[src/rtl/branch_resolve_queue.sv]
// Purpose: FIFO of outstanding branch predictions; resolves the oldest against its actual outcome and emits a BHT update.
// Latency: update strobe (upd_*/mispredict) and hit/miss counters are registered one edge after the pop.
// Backpressure: pred_ready drops when full (no same-cycle pop bypass); res_ready drops when empty; flush wins over push/pop.
module branch_resolve_queue #(
  parameter int DEPTH = 4,
  parameter int PC_W  = 9
) (
  input  logic                       clk,
  input  logic                       reset,
  input  logic                       pred_valid,
  input  logic [PC_W-1:0]            pred_pc,
  input  logic                       pred_taken,
  output logic                       pred_ready,
  input  logic                       res_valid,
  input  logic                       res_taken,
  output logic                       res_ready,
  input  logic                       flush,
  output logic                       upd_valid,
  output logic [PC_W-1:0]            upd_pc,
  output logic                       upd_taken,
  output logic                       mispredict,
  output logic [$clog2(DEPTH):0]     occupancy,
  output logic [15:0]                hit_count,
  output logic [15:0]                miss_count
);

  localparam int AW = $clog2(DEPTH);
  localparam logic [AW-1:0] PTR_ONE  = AW'(1);
  localparam logic [AW:0]   CNT_ONE  = (AW+1)'(1);
  localparam logic [AW:0]   CNT_FULL = (AW+1)'(DEPTH);
  localparam logic [15:0]   STAT_MAX = 16'hFFFF;

  logic [PC_W-1:0] pc_mem_q [DEPTH];
  logic [PC_W-1:0] pc_mem_d [DEPTH];
  logic            tk_mem_q [DEPTH];
  logic            tk_mem_d [DEPTH];
  logic [AW-1:0]   wr_ptr_q, wr_ptr_d;
  logic [AW-1:0]   rd_ptr_q, rd_ptr_d;
  logic [AW:0]     occ_q, occ_d;
  logic            upd_valid_q, upd_valid_d;
  logic [PC_W-1:0] upd_pc_q, upd_pc_d;
  logic            upd_taken_q, upd_taken_d;
  logic            mispredict_q, mispredict_d;
  logic [15:0]     hit_q, hit_d;
  logic [15:0]     miss_q, miss_d;
  logic            push, pop, wrong;

  // Handshakes derive only from registered occupancy, so a full queue refuses a push even when a pop is in progress.
  assign pred_ready = (occ_q != CNT_FULL);
  assign res_ready  = (occ_q != '0);
  assign push       = pred_valid && pred_ready;
  assign pop        = res_valid && res_ready;
  assign wrong      = tk_mem_q[rd_ptr_q] != res_taken;

  assign occupancy  = occ_q;
  assign upd_valid  = upd_valid_q;
  assign upd_pc     = upd_pc_q;
  assign upd_taken  = upd_taken_q;
  assign mispredict = mispredict_q;
  assign hit_count  = hit_q;
  assign miss_count = miss_q;

  // Next-state: flush clears the queue and suppresses any same-cycle update; otherwise push/pop with saturating stats.
  always_comb begin
    pc_mem_d     = pc_mem_q;
    tk_mem_d     = tk_mem_q;
    wr_ptr_d     = wr_ptr_q;
    rd_ptr_d     = rd_ptr_q;
    occ_d        = occ_q;
    upd_valid_d  = 1'b0;
    upd_pc_d     = upd_pc_q;
    upd_taken_d  = upd_taken_q;
    mispredict_d = 1'b0;
    hit_d        = hit_q;
    miss_d       = miss_q;
    if (flush) begin
      wr_ptr_d = '0;
      rd_ptr_d = '0;
      occ_d    = '0;
    end else begin
      if (push) begin
        pc_mem_d[wr_ptr_q] = pred_pc;
        tk_mem_d[wr_ptr_q] = pred_taken;
        wr_ptr_d           = wr_ptr_q + PTR_ONE;
      end
      if (pop) begin
        rd_ptr_d     = rd_ptr_q + PTR_ONE;
        upd_valid_d  = 1'b1;
        upd_pc_d     = pc_mem_q[rd_ptr_q];
        upd_taken_d  = res_taken;
        mispredict_d = wrong;
        if (wrong) begin
          if (miss_q != STAT_MAX) miss_d = miss_q + 16'd1;
        end else begin
          if (hit_q != STAT_MAX) hit_d = hit_q + 16'd1;
        end
      end
      case ({push, pop})
        2'b10:   occ_d = occ_q + CNT_ONE;
        2'b01:   occ_d = occ_q - CNT_ONE;
        default: occ_d = occ_q;
      endcase
    end
  end

  // State registers with synchronous active-low reset overriding flush, push and pop.
  always_ff @(posedge clk) begin
    if (!reset) begin
      for (int i = 0; i < DEPTH; i++) begin
        pc_mem_q[i] <= '0;
        tk_mem_q[i] <= 1'b0;
      end
      wr_ptr_q     <= '0;
      rd_ptr_q     <= '0;
      occ_q        <= '0;
      upd_valid_q  <= 1'b0;
      upd_pc_q     <= '0;
      upd_taken_q  <= 1'b0;
      mispredict_q <= 1'b0;
      hit_q        <= '0;
      miss_q       <= '0;
    end else begin
      pc_mem_q     <= pc_mem_d;
      tk_mem_q     <= tk_mem_d;
      wr_ptr_q     <= wr_ptr_d;
      rd_ptr_q     <= rd_ptr_d;
      occ_q        <= occ_d;
      upd_valid_q  <= upd_valid_d;
      upd_pc_q     <= upd_pc_d;
      upd_taken_q  <= upd_taken_d;
      mispredict_q <= mispredict_d;
      hit_q        <= hit_d;
      miss_q       <= miss_d;
    end
  end

endmodule

[config.mk]
export PLATFORM = sky130hd
export DESIGN_NAME = branch_resolve_queue
export DESIGN_NICKNAME = d
export VERILOG_FILES = /design/src/rtl/branch_resolve_queue.sv
export SDC_FILE = /design/constraint.sdc
export NUM_CORES = 1
export LEC_CHECK = 0
export BUFFER_PORTS_ARGS = -buffer_cell sky130_fd_sc_hd__buf_2
export CORE_MARGIN = 2
export CORE_UTILIZATION = 50
export DETAILED_ROUTE_END_ITERATION = 12
export GPL_TIMING_DRIVEN = 1
export HOLD_SLACK_MARGIN = 0.08
export PLACE_DENSITY = 0.77
export SYNTH_ARGS = -nofsm -noshare
export SYNTH_HDL_FRONTEND = slang
export SYNTH_SLANG_ARGS = --single-unit
export TNS_END_PERCENT = 1
[constraint.sdc]
create_clock -name clk -period 2.7 [get_ports clk]
set_input_delay 0.27 -clock clk [delete_from_list [all_inputs] [get_ports clk]]
set_output_delay 0.27 -clock clk [all_outputs]
set_load 0.02 [all_outputs]
==> impl_results.md, run 1 <==
- # rows: 33
- Max cap viols: 0
- Crit path from: rd_ptr_q[0]
- IO buf count: 64
- Critical Path Fanout Max: 17
- # IOs: 65
- R2R Path Start: rd_ptr_q[0]
- Initial antenna violation count: 0
- Clk network pwr share: 38.0%
- Post-CTS Setup Bufs: 0
- H-tree levels: 3
- Rel. slew slack: 58.0%
- Synth top area cells: dfxtp_1 (44%), nand2_1 (8.3%), a21oi_1 (6.9%)
- Skew final: 10.2 ps
- Most used DFF post-synth: dfxtp_1
- Hold Path Class: input pin to flip-flop
- Antenna-violating nets left: 0
- Max Clk Rate: about 0.43 GHz
- CP Cell Sequence: mux4_2 -> xor2_4 -> nand3_2 -> or4_1 -> a21oi_1
- GPL Wtd Cong: 0.798
- Tot GR Track Use: 21.9%
- Clk sinks: 91
- #FFs+latches synth: 91
- Post-synth EDFFs: 0
- Vias per cell: 5.55
- Critical Path Sink Type: flip-flop
- TritonCTS buffer count: 9
- Fin Setup TNS: 0 ps
- Delay of the slowest critical-path stage: 580 ps
- DRC: 0
- Setup Crit Path Kind: flip-flop to flip-flop
- Period utilization: 86.7%
- Net switching power figure: 619 uW
- Cell count after synthesis: 481
- P_leak: 1.77 nW
- Mean Syn Cell Area: about 8.6 um^2
- Combinational Power Share: 7.0%
- Placed Area: approximately 4600 um^2
- Synth warn: 0
- Status: complete, no violations
- CTS root buffer: clkbuf_8
- TritonRoute pass-1 iters: 4
- Hold path start: pred_pc[2]
- Mapped Nets: 505
- P_int: roughly 1.9 mW
- Worst path required time: 3000 ps
- Worst Tran Pin Value: 625 ps
- Top cell family by delay on the critical path: simple AND/OR/NAND/NOR gates
- Share of power burned in registers: a little over half
- Finished layout cell area: ~4800 um^2
- Post-synthesis sequential area ratio: 43.9%
- Worst skew pair latency: 370 ps
- Initial Util: 51.0%
- Vias in the first global route: about 3200
- Top-area cell type share of the netlist area: 43.9%
- Placeable Area: approximately 8100 um^2
- Crit start category: flip-flop
- Pwr/cell area: 520 nW/um^2
- Post-detail-place hpwl: 6650 um
- Chip height: 95.1 um
- Cts hold-fix bufs: 0
- Post-CTS Resized: 0
- # setup viols final: 0
- Fraction of layout cells with a size suffix above 1: 20.8%
- Die area: roughly 9000 um^2
- CP max stage cell: mux4_2
- RSZ-0062 raised after global routing: false
- Switch share: 24.9%
- Synth area leader: dfxtp_1
- Total vias in the final route: roughly 3600
- CTS clk-pin slew, worst paths: 90 ps
- DIE WIDTH: 95.1 um
- WL/cell: about 15 um
- Unique cell type count in the Yosys netlist: 46
- Post-layout min period: 2340 ps
- First-pass GRT wire length: 15400 um
- CP bufs+invs: 0
- Fin util: roughly three fifths
- Post-synthesis cell area: 4150 um^2
- Critical Path AT: 2640 ps
- Peak VDD IR: 293 uV
- Max-slew violations: 0
- GR Overflow Total: 0
- Drt total wl: 9560 um
- CTS tree: done
- Async S/R FF share, synth: 0%
- Drt first-iter violations: 224
- Hold Violations, Final: 0
- Post-route total power: 2.49 mW
- Antenna fix cells: 0
- Clock Path Buffers: 2
- Hold WS: between 150 and 200 ps
- P&R area growth vs syn: 15.3%
- Nets: 562
- Largest net degree at the start of global routing: 60
-- per-stage QoR --
stage	instances	worst slack, ps
3_5_place_dp	632	393
2_1_floorplan	481	556
6_report	648	358
3_3_place_gp	632	415
5_1_grt	648	205
4_1_cts	648	366
-- registers in the layout, summed over array words and instances (netlist names) --
name	count
upd_taken	1
tk_mem_q	4
upd_pc	9
wr_ptr_q	2
hit_count	16
miss_count	16
rd_ptr_q	2
occupancy	3
upd_valid	1
pc_mem_q	36
mispredict	1
-- area by class of cell --
type / instances / area, um^2
flip-flops and latches: 91 / 1820
clock inverters: 5 / 62.6
repair buffers: 72 / 393
multi-input cells: 351 / 2190
clock buffers: 11 / 141
inverters: 13 / 48.8
fillers: 735 / 3350
well taps: 105 / 131
-- Yosys cell counts (7+ instances only) --
library cell,n
mux4_2,10
nand2_1,92
nand4_1,13
dfxtp_1,91
clkbuf_1,23
xor2_1,7
inv_1,13
xnor2_1,13
a21oi_1,57
nor2_1,29
ha_1,7
nand3_1,53
-- tightest hold or removal path, delay by kind of cell --
family | cells | cell delay [ps]
AND/OR/NAND/NOR | 1 | 60
AO/OA/AOI/OAI | 1 | 50
buffers and inverters | 1 | 120
-- cell usage in the layout, fill, tap and decap left out, types with 2 or more instances in the layout --
cell type,Yosys,final
o31ai_1,2,2
or3_1,6,6
nor2_1,29,29
mux2i_1,5,5
clkinvlp_4,0,2
clkinv_4,0,2
xnor2_1,13,13
dfxtp_1,91,91
a21oi_1,57,57
buf_4,0,7
or4_1,5,5
nor4_2,5,5
and3_1,5,5
nor3_1,3,3
mux4_2,10,10
clkbuf_8,0,10
ha_1,7,7
inv_1,13,12
nand2_1,92,92
or2_2,2,2
nand3_1,53,53
nor4_1,2,2
nand4_1,13,13
buf_2,1,64
o211ai_1,4,4
o21ai_0,5,5
nand2b_1,6,6
xor2_1,7,7
-- power groups by stage --
| stage | Combinational, mW | Clock, mW | Sequential [mW] |
|---|---|---|---|
| detailed placement | 0.174 | 0 | 1.40 |
| global route | 0.192 | 1.02 | 1.37 |
| floorplan | 0.113 | 0 | 1.40 |
| CTS | 0.175 | 0.965 | 1.37 |
| global placement | 0.171 | 0 | 1.40 |
| finish | 0.175 | 0.946 | 1.37 |
-- per-layer routing --
| metal | part of all wire (%) | track usage [%] | up-vias |
|---|---|---|---|
| met5 | 0 | 0 | - |
| met4 | 1.3 | 7.25 | 0 |
| met3 | 6.1 | 4.51 | 10 |
| met2 | 49 | 36.5 | 102 |
| met1 | 43 | 28.4 | 1687 |
| li1 | - | - | 1796 |
-- kinds of logic (layout without fill, tap and decap cells) --
kind of cell	count (synthesis)	count (layout)	synth area share (%)
flops	91	91	43.9
compound gates	77	77	10.4
simple gates	230	230	27.9
mux	15	15	6.63
buf+inv	39	101	3.74
xor+xnor	21	21	4.88
fa+ha+maj	8	8	2.59
-- worst paths after layout --
path | endpoint | depth (start not counted) | slack, ps
worst min register to register | tk_mem_q[3] | 2 | 460
worst max-delay path | miss_count[13] | 5 | 360
worst max register to register | miss_count[13] | 5 | 360
worst min-delay path | pc_mem_q[20] | 3 | 180
Power figures use the tool's default switching activity.
==> run 2: changes to the inputs <==
--- a/config.mk
+++ b/config.mk
@@ -5,13 +5,15 @@
 export SDC_FILE = /design/constraint.sdc
 export NUM_CORES = 1
 export LEC_CHECK = 0
+export ABC_AREA = 1
 export BUFFER_PORTS_ARGS = -buffer_cell sky130_fd_sc_hd__buf_2
 export CORE_MARGIN = 2
 export CORE_UTILIZATION = 50
+export CTS_BUF_LIST = sky130_fd_sc_hd__clkbuf_8
 export DETAILED_ROUTE_END_ITERATION = 12
 export GPL_TIMING_DRIVEN = 1
 export HOLD_SLACK_MARGIN = 0.08
-export PLACE_DENSITY = 0.77
+export PLACE_DENSITY = 0.76
 export SYNTH_ARGS = -nofsm -noshare
 export SYNTH_HDL_FRONTEND = slang
 export SYNTH_SLANG_ARGS = --single-unit
==> run 2 against run 1 <==
  * Clock power about the same
  * Sequential cell count did not move
  * Synthesized cell count up 32%
  * Final cell count is 23% higher
  * Sequential power about the same
  * Routed wire length grew 13%
  * Setup slack improved by 390 ps
  * Non-clock buffer count down 3
  * Combinational power increased by 28%
  * Clock skew up 1.6 ps
  * Global-route usage grew 0.19 points
  * Count of clock-buffer cells in the layout is 1 lower
  * Critical path type unchanged
  * Critical endpoint is now hit_count[13]
  * Largest cell class unchanged
==> impl_results.md, run 2 <==
- FILL cells: 846
- Hold Violations, Final: 0
- Unique cell type count in the Yosys netlist: 31
- Die area: 9820 um^2
- Max Clk Rate: 0.513 GHz
- # setup viols final: 0
- DRC: 0
- Pwr/cell area: around 500 nW/um^2
- Nets: 710
- Drt first-iter violations: roughly 250
- Synth top area cells: dfxtp_1 (40%), nand2_1 (11%), a21oi_1 (8.4%)
- Critical Path Fanout Max: 28
- Crit start category: flip-flop
- Pre-CTS setup slack: around 800 ps
- Met3 Usage GRT: between 4 and 5%
- TritonRoute pass-1 iters: 5
- P_leak: 1.98 nW
- TritonCTS buffer count: 9
- CTS root buffer: clkbuf_8
- IO buf count: 64
- Clock Path Buffers: 2
- CTS tree: done
- Worst skew pair latency: 360 ps
- Peak VDD IR: about 300 uV
- Period utilization: 72.2%
- CTS clk-pin slew, worst paths: around 90 ps
- Worst Tran Pin Value: 522 ps
- Largest net degree at the start of global routing: 33
- Initial Util: 51.6%
- Max reg flops: 36
- Top-area cell type share of the netlist area: 40.3%
- Synth area leader: dfxtp_1
- Hold Path Depth: 3
- Cts hold-fix bufs: 0
- Antenna fix cells: 0
- First-pass GRT wire length: roughly 18000 um
- Post-synth EDFFs: 0
- Gr busiest metal: met2
- Post-CTS Resized: 0
- Post-layout min period: 1950 ps
- Post-synth top cells: nand2_1 (130), dfxtp_1 (91), a21oi_1 (76), nor2_1 (63)
- Fin util: 57.7%
- Most flops, register: pc_mem_q
- Mean Syn Cell Area: ~7 um^2
- #FFs+latches synth: 91
- Status: complete, no violations
- Antenna-violating nets left: 0
- Compound-cell area share of the yosys netlist: between 15 and 20%
- R2R cell count: 8
- XOR/XNOR share of the synthesized area: 2.32%
- Fin Setup TNS: 0 ps
- Critical Path AT: 2240 ps
- WL/cell: 13.5 um
- Largest family of logic cells by synthesized area: simple AND/OR/NAND/NOR gates
- Most frequent cell after synthesis: nand2_1
- Hold path start: pred_pc[6]
- Rel. slew slack: about 65%
- Tot GR Track Use: 22.1%
- Post-synthesis cell area: roughly 4500 um^2
- Async S/R FF share, synth: 0%
- Worst r2r dst: hit_count[13]
- Placeable Area: 8760 um^2
- R2R Setup Slk: 750 ps
- Synth warn: 0
- Area of the multi-input gates: 2310 um^2
- Post-synthesis simple-gate area fraction: a little under a third
- Met1 usage: between 30% and 40%
- Cell count after synthesis: between 600 and 700
- Initial antenna violation count: 0
- Post-Synth Adder-Cell Area: 2.38%
- Setup Crit Path Kind: flip-flop to flip-flop
- Vias per cell: between 5 and 6
- Most frequent cells in the layout: nand2_1 (130), dfxtp_1 (91), a21oi_1 (76)
- Mapped Nets: around 660
- Setup WS post-layout: 751 ps
- DIE WIDTH: 99.1 um
- Most used DFF post-synth: dfxtp_1
- H-tree levels: 3
- Critical Path Sink Type: flip-flop
- Met2 Use GR: 34.5%
- Total vias in the final route: roughly 4400
- Drt total wl: around 11000 um
- # IOs: 65
- RSZ-0062 raised after global routing: false
- Fraction of layout cells with a size suffix above 1: 17.1%
- Worst path required time: around 3000 ps
- GR Overflow Total: 0
- R2R Path Start: rd_ptr_q[1]
- Worst Hold Endpoint: pc_mem_q[15]
- Max-slew violations: 0
- Chip height: 99.1 um
- GPL Wtd Cong: 0.899
- Post-CTS Setup Bufs: 0
- Most common cell after layout, fill and taps aside: nand2_1
- P&R area growth vs syn: 11.9%
- Skew final: about 12 ps
- # rows: 34
- Clk sinks: 91
- Max cap viols: 0
- Post-detail-place hpwl: around 7400 um
- Hold Path Class: input pin to flip-flop
- Seq. cell area: 1820 um^2
- Post-synthesis sequential area ratio: 40.3%
- Vias in the first global route: approximately 3800
- Post-synthesis mux area share: 0%
[run 2: cell types whose count changed after synthesis, moves of 8 or more]
cell	previous run	this run
a21oi_1	57	76
a21oi_2	0	9
clkbuf_1	23	15
inv_1	13	55
mux4_2	10	0
nand2_1	92	130
nor2_1	29	63
nor3_1	3	13
o21ai_0	5	55
[run 2: per-stage QoR]
step	std cells	total power [mW]	hold WS [ps]	instance area [um^2]
2_1_floorplan	635	1.57	408	4520
3_3_place_gp	783	1.63	439	4860
3_5_place_dp	783	1.64	445	4860
4_1_cts	799	2.56	188	5060
5_1_grt	799	2.64	192	5060
6_report	799	2.55	194	5060
[run 2: metal layers]
metal  part of all wire (%)  wire (um)
met5                      0          0
met1                     47       5070
met3                    6.5        702
met2                     45       4860
met4                    1.5        158
[run 2: area by class of cell]
| type | count | share of cell area (%) |
|---|---|---|
| timing repair buffer | 69 | 7.08 |
| clock inverter | 6 | 1.24 |
| inverter | 61 | 4.55 |
| tap | 108 | 2.67 |
| sequential | 91 | 36.0 |
| multi-input combinational | 454 | 45.7 |
| clock buffer | 10 | 2.72 |
[run 2: worst max-delay path by stage]
stage	to	from	cells after the start	slack (ps)
4_1_cts	hit_count[13]	rd_ptr_q[1]	8	770
2_1_floorplan	occupancy[2]	occupancy[2]	9	750
3_5_place_dp	hit_count[0]	rd_ptr_q[1]	8	800
5_1_grt	hit_count[6]	rd_ptr_q[1]	8	490
6_report	hit_count[13]	rd_ptr_q[1]	8	750
3_3_place_gp	hit_count[7]	rd_ptr_q[1]	8	850
[run 2: logic make-up after synthesis]
family          after synthesis
xor+xnor                     12
flops                        91
buf+inv                      90
fa+ha+maj                     8
compound gates              141
simple gates                293
[run 2: critical path, cell delays in order, from the launching register on]
cell and delay [ps]:
dfxtp_1 530, inv_1 280, nand3_2 160, nand2_1 80, nand2_1 100, nand2_4 200
nor2_8 290, nand2_1 100, a21oi_2 130
[run 2: report_power, final]
| group | internal (mW) | total [mW] | switching, mW |
|---|---|---|---|
| clock network | 0.455 | 0.945 | 0.490 |
| registers | 1.37 | 1.38 | 0.0158 |
| logic | 0.0657 | 0.224 | 0.159 |
==> run 3: changes to the inputs <==
--- a/config.mk
+++ b/config.mk
@@ -13,7 +13,7 @@
 export DETAILED_ROUTE_END_ITERATION = 12
 export GPL_TIMING_DRIVEN = 1
 export HOLD_SLACK_MARGIN = 0.08
-export PLACE_DENSITY = 0.76
+export PLACE_DENSITY = 0.79
 export SYNTH_ARGS = -nofsm -noshare
 export SYNTH_HDL_FRONTEND = slang
 export SYNTH_SLANG_ARGS = --single-unit
==> constraint.sdc (replaced) <==
create_clock -name clk -period 1.6 [get_ports clk]
set_input_delay 0.16 -clock clk [delete_from_list [all_inputs] [get_ports clk]]
set_output_delay 0.16 -clock clk [all_outputs]
set_load 0.02 [all_outputs]
==> run 3 against run 2 <==
  * The run now ends with negative setup slack left
  * Critical path depth is 3 higher
  * Power rose by 78%
  * Clock power up 84%
  * Routed wire length increased by 8.9%
  * Utilization grew 5.6 points
  * Setup slack worse by 830 ps
  * Critical endpoint is now occupancy[2]
  * Largest power group unchanged
==> impl_results.md, run 3 (same netlist as run 2, synthesis figures left out) <==
- # rows: 34
- CP bufs+invs: 3
- Vias in the first global route: 4208
- Skew final: 14.8 ps
- Max Clk Rate: 0.596 GHz
- Drt total wl: 11700 um
- Max reg flops: 36
- Clock Path Buffers: 2
- TritonCTS buffer count: 9
- Hold Violations, Final: 0
- Placeable Area: 8760 um^2
- Clk sinks: 91
- CTS clk-pin slew, worst paths: approximately 100 ps
- P_leak: 2.23 nW
- Fraction of layout cells with a size suffix above 1: around a quarter
- DRC: 0
- Drt first-iter violations: 220
- CTS tree: done
- IO buf count: 64
- Initial antenna violation count: 0
- # IOs: 65
- CP max stage cell: dfxtp_4
- DIE WIDTH: a little under 100 um
- Period utilization: 105%
- Largest net degree at the start of global routing: 35
- Post-detail-place hpwl: 8040 um
- Initial Util: 51.6%
- Worst Tran Pin Value: 455 ps
- Failing checks: negative setup slack
- Max cap viols: 0
- CTS root buffer: clkbuf_8
- TritonRoute pass-1 iters: 7
- Critical Path Fanout Max: 3
- Nets: 749
- Status: finished with violations
- Pre-CTS setup slack: -93.8 ps
- RSZ-0062 raised after global routing: true
- Post-layout min period: 1680 ps
- Crit start category: flip-flop
- Pwr/cell area: 817 nW/um^2
- Delay of the slowest critical-path stage: 360 ps
- GPL Wtd Cong: 0.929
- Cts hold-fix bufs: 0
- Hold Path Class: input pin to flip-flop
- Most common cell after layout, fill and taps aside: nand2_1
- Fin util: between 60% and 70%
- Tot GR Track Use: 24.1%
- Cells after DPL: 819
- FILL cells: 742
- Setup Crit Path Kind: flip-flop to flip-flop
- Chip height: 99.1 um
- CP Cell Sequence: inv_4 -> nand3_4 -> nand2_4 -> inv_4 -> ha_4 -> inv_2 -> fa_2 -> a21oi_2 -> o21a_1 -> o21ai_2 -> a21oi_2
- Total vias in the final route: 4569
- Layout Cells excl Fill: 838
- H-tree levels: 3
- First-pass GRT wire length: just under 20000 um
- Top cell family by delay on the critical path: compound AO/OA/AOI/OAI gates
- Worst path required time: around 1900 ps
- Setup WS post-layout: -76.9 ps
- Max-slew violations: 0
- Critical Path AT: 1960 ps
- Worst skew pair latency: ~360 ps
- Peak VDD IR: approximately 370 uV
- Most frequent cells in the layout: nand2_1 (125), dfxtp_1 (80), a21oi_1 (74)
- Critical Path Sink Type: flip-flop
- P&R area growth vs syn: 22.8%
- # setup viols final: 1
- WL/cell: 14.0 um
- Fin Setup TNS: -76.9 ps
- Antenna fix cells: 0
- Most flops, register: pc_mem_q
- Rel. slew slack: 69.6%
- Antenna-violating nets left: 0
- Vias per cell: 5.45
- Die area: between 9000 and 10000 um^2
- Post-route total power: 4.54 mW
- GR Overflow Total: 0
==> run 3: cell types whose count changed in the layout (fill, tap and decap cells not counted), sizes merged <==
cell,change
clkinv,-1
bufinv,+1
buf,+39
==> run 3: where the power goes <==
group | internal (mW) | switching (mW)
registers | 2.31 | 0.0245
clock network | 0.926 | 0.809
logic | 0.164 | 0.306
==> run 3: tightest hold or removal path, stage by stage <==
cell and delay (ps):
buf_2 130, nand3_1 80, a21oi_1 60
==> run 3: final cells by class <==
cell class | instances | area [um^2] | area share (%)
multi-input cells | 454 | 2430 | 43.7
well taps | 108 | 135 | 2.44
flip-flops and latches | 91 | 1840 | 33.2
inverters | 61 | 244 | 4.40
clock buffers | 10 | 138 | 2.48
repair buffers | 108 | 674 | 12.2
clock inverters | 6 | 87.6 | 1.58
==> run 3: metrics by stage <==
step                      cell area [um^2]  hold WS [ps]
after global placement                5170           439
after global routing                  5550           108
final                                 5550           108
after floorplan                       4550           298
after detailed placement              5170           443
after CTS                             5450          96.9
==> run 3: metal layers <==
metal | up-vias | wire (um) | track usage [%]
met3 | 18 | 701 | 2.91
met1 | 2117 | 5340 | 33.2
met5 | - | 0 | 0
met2 | 157 | 5510 | 38.6
met4 | 0 | 192 | 9.38
li1 | 2277 | - | -
==> run 3: repair_timing <==
| action | CTS | global route |
|---|---|---|
| endpoints found under the hold margin | 0 | 0 |
| buffers inserted | 2 | 1 |
| pin swaps | 6 | 7 |
| resized for setup | 11 | 28 |
| setup endpoints to repair | 18 | 62 |
==> run 3: final timing paths <==
kind,start,endpoint,slack (ps),depth (start not counted)
setup / recovery,occupancy[1],occupancy[2],-80,11
hold / removal,pred_pc[7],pc_mem_q[34],110,3
setup reg to reg,occupancy[1],occupancy[2],-80,11
hold reg to reg,pc_mem_q[1],pc_mem_q[1],460,2
